===== config.mk =====
export PLATFORM = sky130hd
export DESIGN_NAME = offset_sweep_controller
export DESIGN_NICKNAME = d
export VERILOG_FILES = /design/src/rtl/offset_sweep_pkg.sv /design/src/rtl/offset_sweep_controller.sv
export SDC_FILE = /design/constraint.sdc
export NUM_CORES = 1
export LEC_CHECK = 0
export CORE_UTILIZATION = 45
export CTS_CLUSTER_SIZE = 40
export DETAILED_ROUTE_END_ITERATION = 8
export PLACE_DENSITY = 0.81
export SLEW_MARGIN = 40
export SYNTH_ARGS = -nofsm -noshare
export SYNTH_HDL_FRONTEND = slang
export SYNTH_SLANG_ARGS = --single-unit
export TNS_END_PERCENT = 30

===== constraint.sdc =====
create_clock -name clk -period 2.42 [get_ports clk]
set_input_delay 0.242 -clock clk [delete_from_list [all_inputs] [get_ports clk]]
set_output_delay 0.242 -clock clk [all_outputs]
set_load 0.05 [all_outputs]

===== src/rtl/offset_sweep_pkg.sv =====
// Shared types for the offset sweep controller and the host-side beat capture FIFO.
package offset_sweep_pkg;

    localparam int DELAY_W = 32;
    localparam int COUNT_W = 32;
    localparam int POINT_W = 16;

    typedef enum logic [2:0] {
        ST_IDLE        = 3'd0,
        ST_SETTLE      = 3'd1,
        ST_REQUEST     = 3'd2,
        ST_WAIT_START  = 3'd3,
        ST_WAIT_RESULT = 3'd4,
        ST_EMIT        = 3'd5
    } sweep_state_e;

    // One streamed result: the delay setting, its one-count and the final-point flag.
    typedef struct packed {
        logic [DELAY_W-1:0] delay;
        logic [COUNT_W-1:0] count;
        logic               last;
    } sweep_beat_t;

    localparam int BEAT_W = $bits(sweep_beat_t);

    // True when index addresses the final point of a sweep of npts points (npts >= 1).
    function automatic logic is_last_point(input logic [POINT_W-1:0] index,
                                           input logic [POINT_W-1:0] npts);
        return index == (npts - POINT_W'(1));
    endfunction

endpackage


===== src/rtl/offset_sweep_controller.sv =====
// Sweeps the sampler delay across N points, runs one sampling pass per point and
// streams each {delay, one_count, last} beat out on a valid/ready interface.
//
// state          | meaning
// ---------------+------------------------------------------------------------
// ST_IDLE        | waiting for start; parameters latched on accepted start
// ST_SETTLE      | clock generator retuning after a delay change
// ST_REQUEST     | raise request_run towards the sampler
// ST_WAIT_START  | request_run held until the sampler reports running
// ST_WAIT_RESULT | sampler busy; waiting for its result_ready pulse
// ST_EMIT        | beat presented downstream until accepted
module offset_sweep_controller
    import offset_sweep_pkg::*;
#(
    parameter int SETTLE_CYCLES = 16,
    parameter int TIMEOUT_WIDTH = 24
) (
    input  logic                clk,
    input  logic                reset_n,
    input  logic                start,
    input  logic                abort,
    input  logic [DELAY_W-1:0]  delay_start,
    input  logic [DELAY_W-1:0]  delay_step,
    input  logic [POINT_W-1:0]  point_count,
    output logic [DELAY_W-1:0]  delay_out,
    output logic                request_run,
    input  logic                sampler_running,
    input  logic                sampler_result_ready,
    input  logic [COUNT_W-1:0]  sampler_result,
    output logic                out_valid,
    input  logic                out_ready,
    output logic [DELAY_W-1:0]  out_delay,
    output logic [COUNT_W-1:0]  out_count,
    output logic                out_last,
    output logic                busy,
    output logic                done,
    output logic                timeout_error
);

    localparam int SETTLE_W = (SETTLE_CYCLES > 1) ? $clog2(SETTLE_CYCLES) : 1;
    localparam logic [SETTLE_W-1:0] SETTLE_LOAD = SETTLE_W'(SETTLE_CYCLES - 1);

    sweep_state_e             state_q,  state_d;
    logic [SETTLE_W-1:0]      settle_q, settle_d;
    logic [TIMEOUT_WIDTH-1:0] wd_q,     wd_d;
    logic [POINT_W-1:0]       index_q,  index_d;
    logic [POINT_W-1:0]       npts_q,   npts_d;
    logic [DELAY_W-1:0]       delay_q,  delay_d;
    logic [DELAY_W-1:0]       step_q,   step_d;
    sweep_beat_t              beat_q,   beat_d;
    logic                     valid_q,  valid_d;
    logic                     req_q,    req_d;
    logic                     done_q,   done_d;
    logic                     terr_q,   terr_d;
    logic                     busy_q,   busy_d;

    // Next-state and next-output logic; abort from any active state wins over everything.
    always_comb begin
        state_d  = state_q;
        settle_d = settle_q;
        wd_d     = wd_q;
        index_d  = index_q;
        npts_d   = npts_q;
        delay_d  = delay_q;
        step_d   = step_q;
        beat_d   = beat_q;
        valid_d  = valid_q;
        req_d    = req_q;
        done_d   = 1'b0;
        terr_d   = terr_q;

        if (abort && (state_q != ST_IDLE)) begin
            state_d = ST_IDLE;
            req_d   = 1'b0;
            valid_d = 1'b0;
            done_d  = 1'b1;
        end else begin
            unique case (state_q)
                ST_IDLE: begin
                    if (start && !abort) begin
                        npts_d  = point_count;
                        step_d  = delay_step;
                        delay_d = delay_start;
                        index_d = '0;
                        terr_d  = 1'b0;
                        if (point_count == '0) begin
                            done_d = 1'b1;
                        end else begin
                            settle_d = SETTLE_LOAD;
                            state_d  = ST_SETTLE;
                        end
                    end
                end
                ST_SETTLE: begin
                    if (settle_q == '0) begin
                        state_d = ST_REQUEST;
                    end else begin
                        settle_d = settle_q - SETTLE_W'(1);
                    end
                end
                ST_REQUEST: begin
                    req_d   = 1'b1;
                    wd_d    = '0;
                    state_d = ST_WAIT_START;
                end
                ST_WAIT_START: begin
                    wd_d = wd_q + TIMEOUT_WIDTH'(1);
                    if (sampler_running) begin
                        // Dropping request_run here keeps the sampler from rearming on return.
                        req_d   = 1'b0;
                        state_d = ST_WAIT_RESULT;
                    end else if (wd_q == '1) begin
                        req_d   = 1'b0;
                        terr_d  = 1'b1;
                        done_d  = 1'b1;
                        state_d = ST_IDLE;
                    end
                end
                ST_WAIT_RESULT: begin
                    wd_d = wd_q + TIMEOUT_WIDTH'(1);
                    if (sampler_result_ready) begin
                        beat_d.delay = delay_q;
                        beat_d.count = sampler_result;
                        beat_d.last  = is_last_point(index_q, npts_q);
                        valid_d      = 1'b1;
                        state_d      = ST_EMIT;
                    end else if (wd_q == '1) begin
                        terr_d  = 1'b1;
                        done_d  = 1'b1;
                        state_d = ST_IDLE;
                    end
                end
                ST_EMIT: begin
                    if (valid_q && out_ready) begin
                        valid_d = 1'b0;
                        if (beat_q.last) begin
                            done_d  = 1'b1;
                            state_d = ST_IDLE;
                        end else begin
                            index_d  = index_q + POINT_W'(1);
                            delay_d  = delay_q + step_q;
                            settle_d = SETTLE_LOAD;
                            state_d  = ST_SETTLE;
                        end
                    end
                end
                default: begin
                    state_d = ST_IDLE;
                    req_d   = 1'b0;
                    valid_d = 1'b0;
                end
            endcase
        end

        busy_d = (state_d != ST_IDLE);
    end

    // State, counters and registered outputs.
    always_ff @(posedge clk or negedge reset_n) begin
        if (!reset_n) begin
            state_q  <= ST_IDLE;
            settle_q <= '0;
            wd_q     <= '0;
            index_q  <= '0;
            npts_q   <= '0;
            delay_q  <= '0;
            step_q   <= '0;
            beat_q   <= '0;
            valid_q  <= 1'b0;
            req_q    <= 1'b0;
            done_q   <= 1'b0;
            terr_q   <= 1'b0;
            busy_q   <= 1'b0;
        end else begin
            state_q  <= state_d;
            settle_q <= settle_d;
            wd_q     <= wd_d;
            index_q  <= index_d;
            npts_q   <= npts_d;
            delay_q  <= delay_d;
            step_q   <= step_d;
            beat_q   <= beat_d;
            valid_q  <= valid_d;
            req_q    <= req_d;
            done_q   <= done_d;
            terr_q   <= terr_d;
            busy_q   <= busy_d;
        end
    end

    assign delay_out     = delay_q;
    assign request_run   = req_q;
    assign out_valid     = valid_q;
    assign out_delay     = beat_q.delay;
    assign out_count     = beat_q.count;
    assign out_last      = beat_q.last;
    assign busy          = busy_q;
    assign done          = done_q;
    assign timeout_error = terr_q;

endmodule


==> results.json <==
{
  "status": "finished with violations",
  "violations": "negative setup slack",
  "synth_seq_cells": 197,
  "power_density_nw_per_um2": 1440,
  "critical_path.cell_chain": "ha_4, inv_2, fa_2, nor2b_2, o211ai_1, a2111oi_2, buf_4, o211ai_1, o2111a_2, a21oi_2, xnor2_1, o21ai_0",
  "synth_area_per_cell_um2": 9.36,
  "clk_root_buffer_cell": "clkbuf_16",
  "p_leak_uw": 0.00654,
  "synthesis.area_um2": 10700,
  "routedWlPerCell_um": 17.4,
  "grt_pass1_wl_um": 48600,
  "power_uw": 21200,
  "num-fill-cells": 1794,
  "die_h_um": 156,
  "route.detailed.drc": 0,
  "via_count": 9640,
  "viasPerCell": 5.52,
  "worstPathRequired_ps": 2750,
  "worst_slack_ps": -336,
  "layout_common_cells": "clkdlybuf4s50_1, nand2_1, dfrtp_1",
  "synth_top_area_share_pct": 46.2,
  "groute.usage.overall_pct": 25.2,
  "cp.arrival_ps": 3080,
  "rows": 55,
  "synth_edf_count": 0,
  "setup_tns_ps": -2260,
  "drtAntennaViolNets": 0,
  "ys.flop_type": "dfrtp_1",
  "setup_viol": 17,
  "crit_path_max_fanout": 3,
  "dieArea_um2": 24300,
  "start_util_pct": 46.5,
  "clock_path_buffers": 2,
  "ir_drop_v": 0.000928,
  "crit_slowest_cell": "dfrtp_1",
  "clk_pin_slew_ps": 80,
  "io_pins": 221,
  "maxCapViolations": 0,
  "fmax_ghz": 0.363,
  "critPathTopFamily": "compound AO/OA/AOI/OAI gates",
  "synthArstFlopShare_pct": 100,
  "grt_pass1_vias": 9827,
  "wirelength_um": 30300,
  "hpwl_um": 21500,
  "yosys.cell_types.count": 69,
  "place_area_um2": 13800,
  "gr-total-overflow": 0,
  "design_area_um2": 14700,
  "ys_seq_area_share_pct": 46.2,
  "seq_area_um2": 4930,
  "path_buf_inv": 2,
  "whs_ps": 313,
  "cp_common_cell": "o211ai_1",
  "hold_violations": 0,
  "chipWidth_um": 156,
  "cts_max_level": 4,
  "area_growth_syn_to_layout_pct": 37.6,
  "drv_slew": 0,
  "clk_latency_ps": 450,
  "grt_max_degree": 92,
  "multi_input_area_um2": 5600,
  "numClockSinks": 197,
  "cts_tree": "yes",
  "fin_crit_ps": 2760,
  "dr.pass1.iters": 6,
  "cp-start-kind": "flop",
  "rsz0062_at_grt": "true",
  "synth_area_leader_cell": "dfrtp_1",
  "yosys_warnings": 0,
  "cts-buffers-inserted": 17,
  "crit_type": "flop to flop",
  "fin_crit_sh_pct": 114,
  "portBuffers": 220,
  "drive_gt1_share_pct": 17.8,
  "cp-end-kind": "flop",
  "maxSlewHeadroom_pct": 53.4,
  "skew_ps": 16.3,
  "nets": 1574,
  "hold_path_class": "input port to flop",
  "grt_antenna_before_repair": 1,
  "synth.top_cells.by_area": "dfrtp_1, nand2_1, mux2_2",
  "mostFrequentLayoutCell": "clkdlybuf4s50_1",
  "max_stage_delay_ps": 410,
  "place_congestion": 0.930,
  "drt_iter0_drc": 691,
  "synth_cells": 1139,
  "coreArea_um2": 22900,
  "synth_nets": 1294,
  "worstMarginPinSlew_ps": 700
}
[kinds of logic after synthesis]
kind of cell             share of synthesized area [%]
AO/OA/AOI/OAI                                     14.1
XOR/XNOR                                          6.24
multiplexers                                      7.33
flip-flops                                        46.2
buffers and inverters                             3.33
adder cells (fa/ha/maj)                           4.30
AND/OR/NAND/NOR                                   18.4
[per-stage QoR]
step                utilization [%]  worst slack [ps]  cells
floorplan                         -              -342   1139
detailed placement             60.2              -338   1703
global placement               60.2              -245   1703
finish                         64.0              -336   1746
CTS                            63.2              -233   1740
global route                   64.0              -474   1746
[metal layers]
metal | wire (µm) | global-route usage (%) | vias to the layer above
met5 | 0 | 0 | -
met4 | 734 | 9.06 | 0
met3 | 1800 | 5.67 | 51
met2 | 15000 | 42.6 | 353
met1 | 12800 | 31.5 | 4678
li1 | - | - | 4558
[report_power, final]
part           switching (µW)  internal [µW]  leakage, µW
Sequential                909           4540      0.00248
Combinational            7590           5140      0.00376
Clock                    1470           1490     0.000295
[synthesized netlist by cell type (5+ instances only)]
library cell and number:
buf_2 5, and3_1 7, a22oi_1 13, mux2i_1 5, a21o_1 17, o211ai_1 7
nand3_1 24, nor2b_1 5, a21oi_1 74, o21bai_1 5, nand2b_1 7, nor3_1 18
a211oi_1 7, or3_1 8, mux2_2 65, nor2_1 77, xor2_1 38, nor4_1 11
nand2_1 216, inv_1 27, dfrtp_1 197, xnor2_1 38, o21a_1 8, a31oi_1 12
ha_1 35, clkbuf_1 51, nand4_1 24, o21ai_0 69
[tightest hold or removal path, cell delays in order]
cell and delay [ps]:
clkdlybuf4s50_1 400, nand2_1 50, nand2_1 40
[final timing paths]
check | from | to | slack, ps | cells after the start
worst max-delay path | step_q[0] | delay_out[28] | -340 | 12
worst min-delay path | delay_step[11] | step_q[11] | 310 | 3
worst max register to register | step_q[0] | delay_out[28] | -340 | 12
worst min register to register | settle_q[0] | settle_q[0] | 490 | 1
max in group asynchronous | reset_n | out_count[30] | 1260 | 3
min in group asynchronous | reset_n | out_delay[15] | 380 | 2
[registers in the layout, summed over array words and instances (netlist names)]
| name | flops |
|---|---|
| busy | 1 |
| delay_out | 32 |
| done | 1 |
| index_q | 16 |
| npts_q | 16 |
| out_count | 32 |
| out_delay | 32 |
| out_last | 1 |
| out_valid | 1 |
| request_run | 1 |
| settle_q | 4 |
| state_q | 3 |
| step_q | 32 |
| timeout_error | 1 |
| wd_q | 24 |
[what timing repair did]
item                       CTS  global route
buffers inserted             4             5
hold buffers                 1             0
setup endpoints to repair   15            33
pin swaps                   15            17
hold endpoints to repair    86             0
gates resized for setup     17            30
[area by class of cell]
cell class	instances	share of cell area, %
multi-input combinational	854	38.1
sequential	197	33.6
clock buffer	17	2.90
timing repair buffer	322	20.7
clock inverter	15	1.29
tap	313	2.67
inverter	27	0.691
antenna	1	0.0171
(Power assumes the default switching activity.)
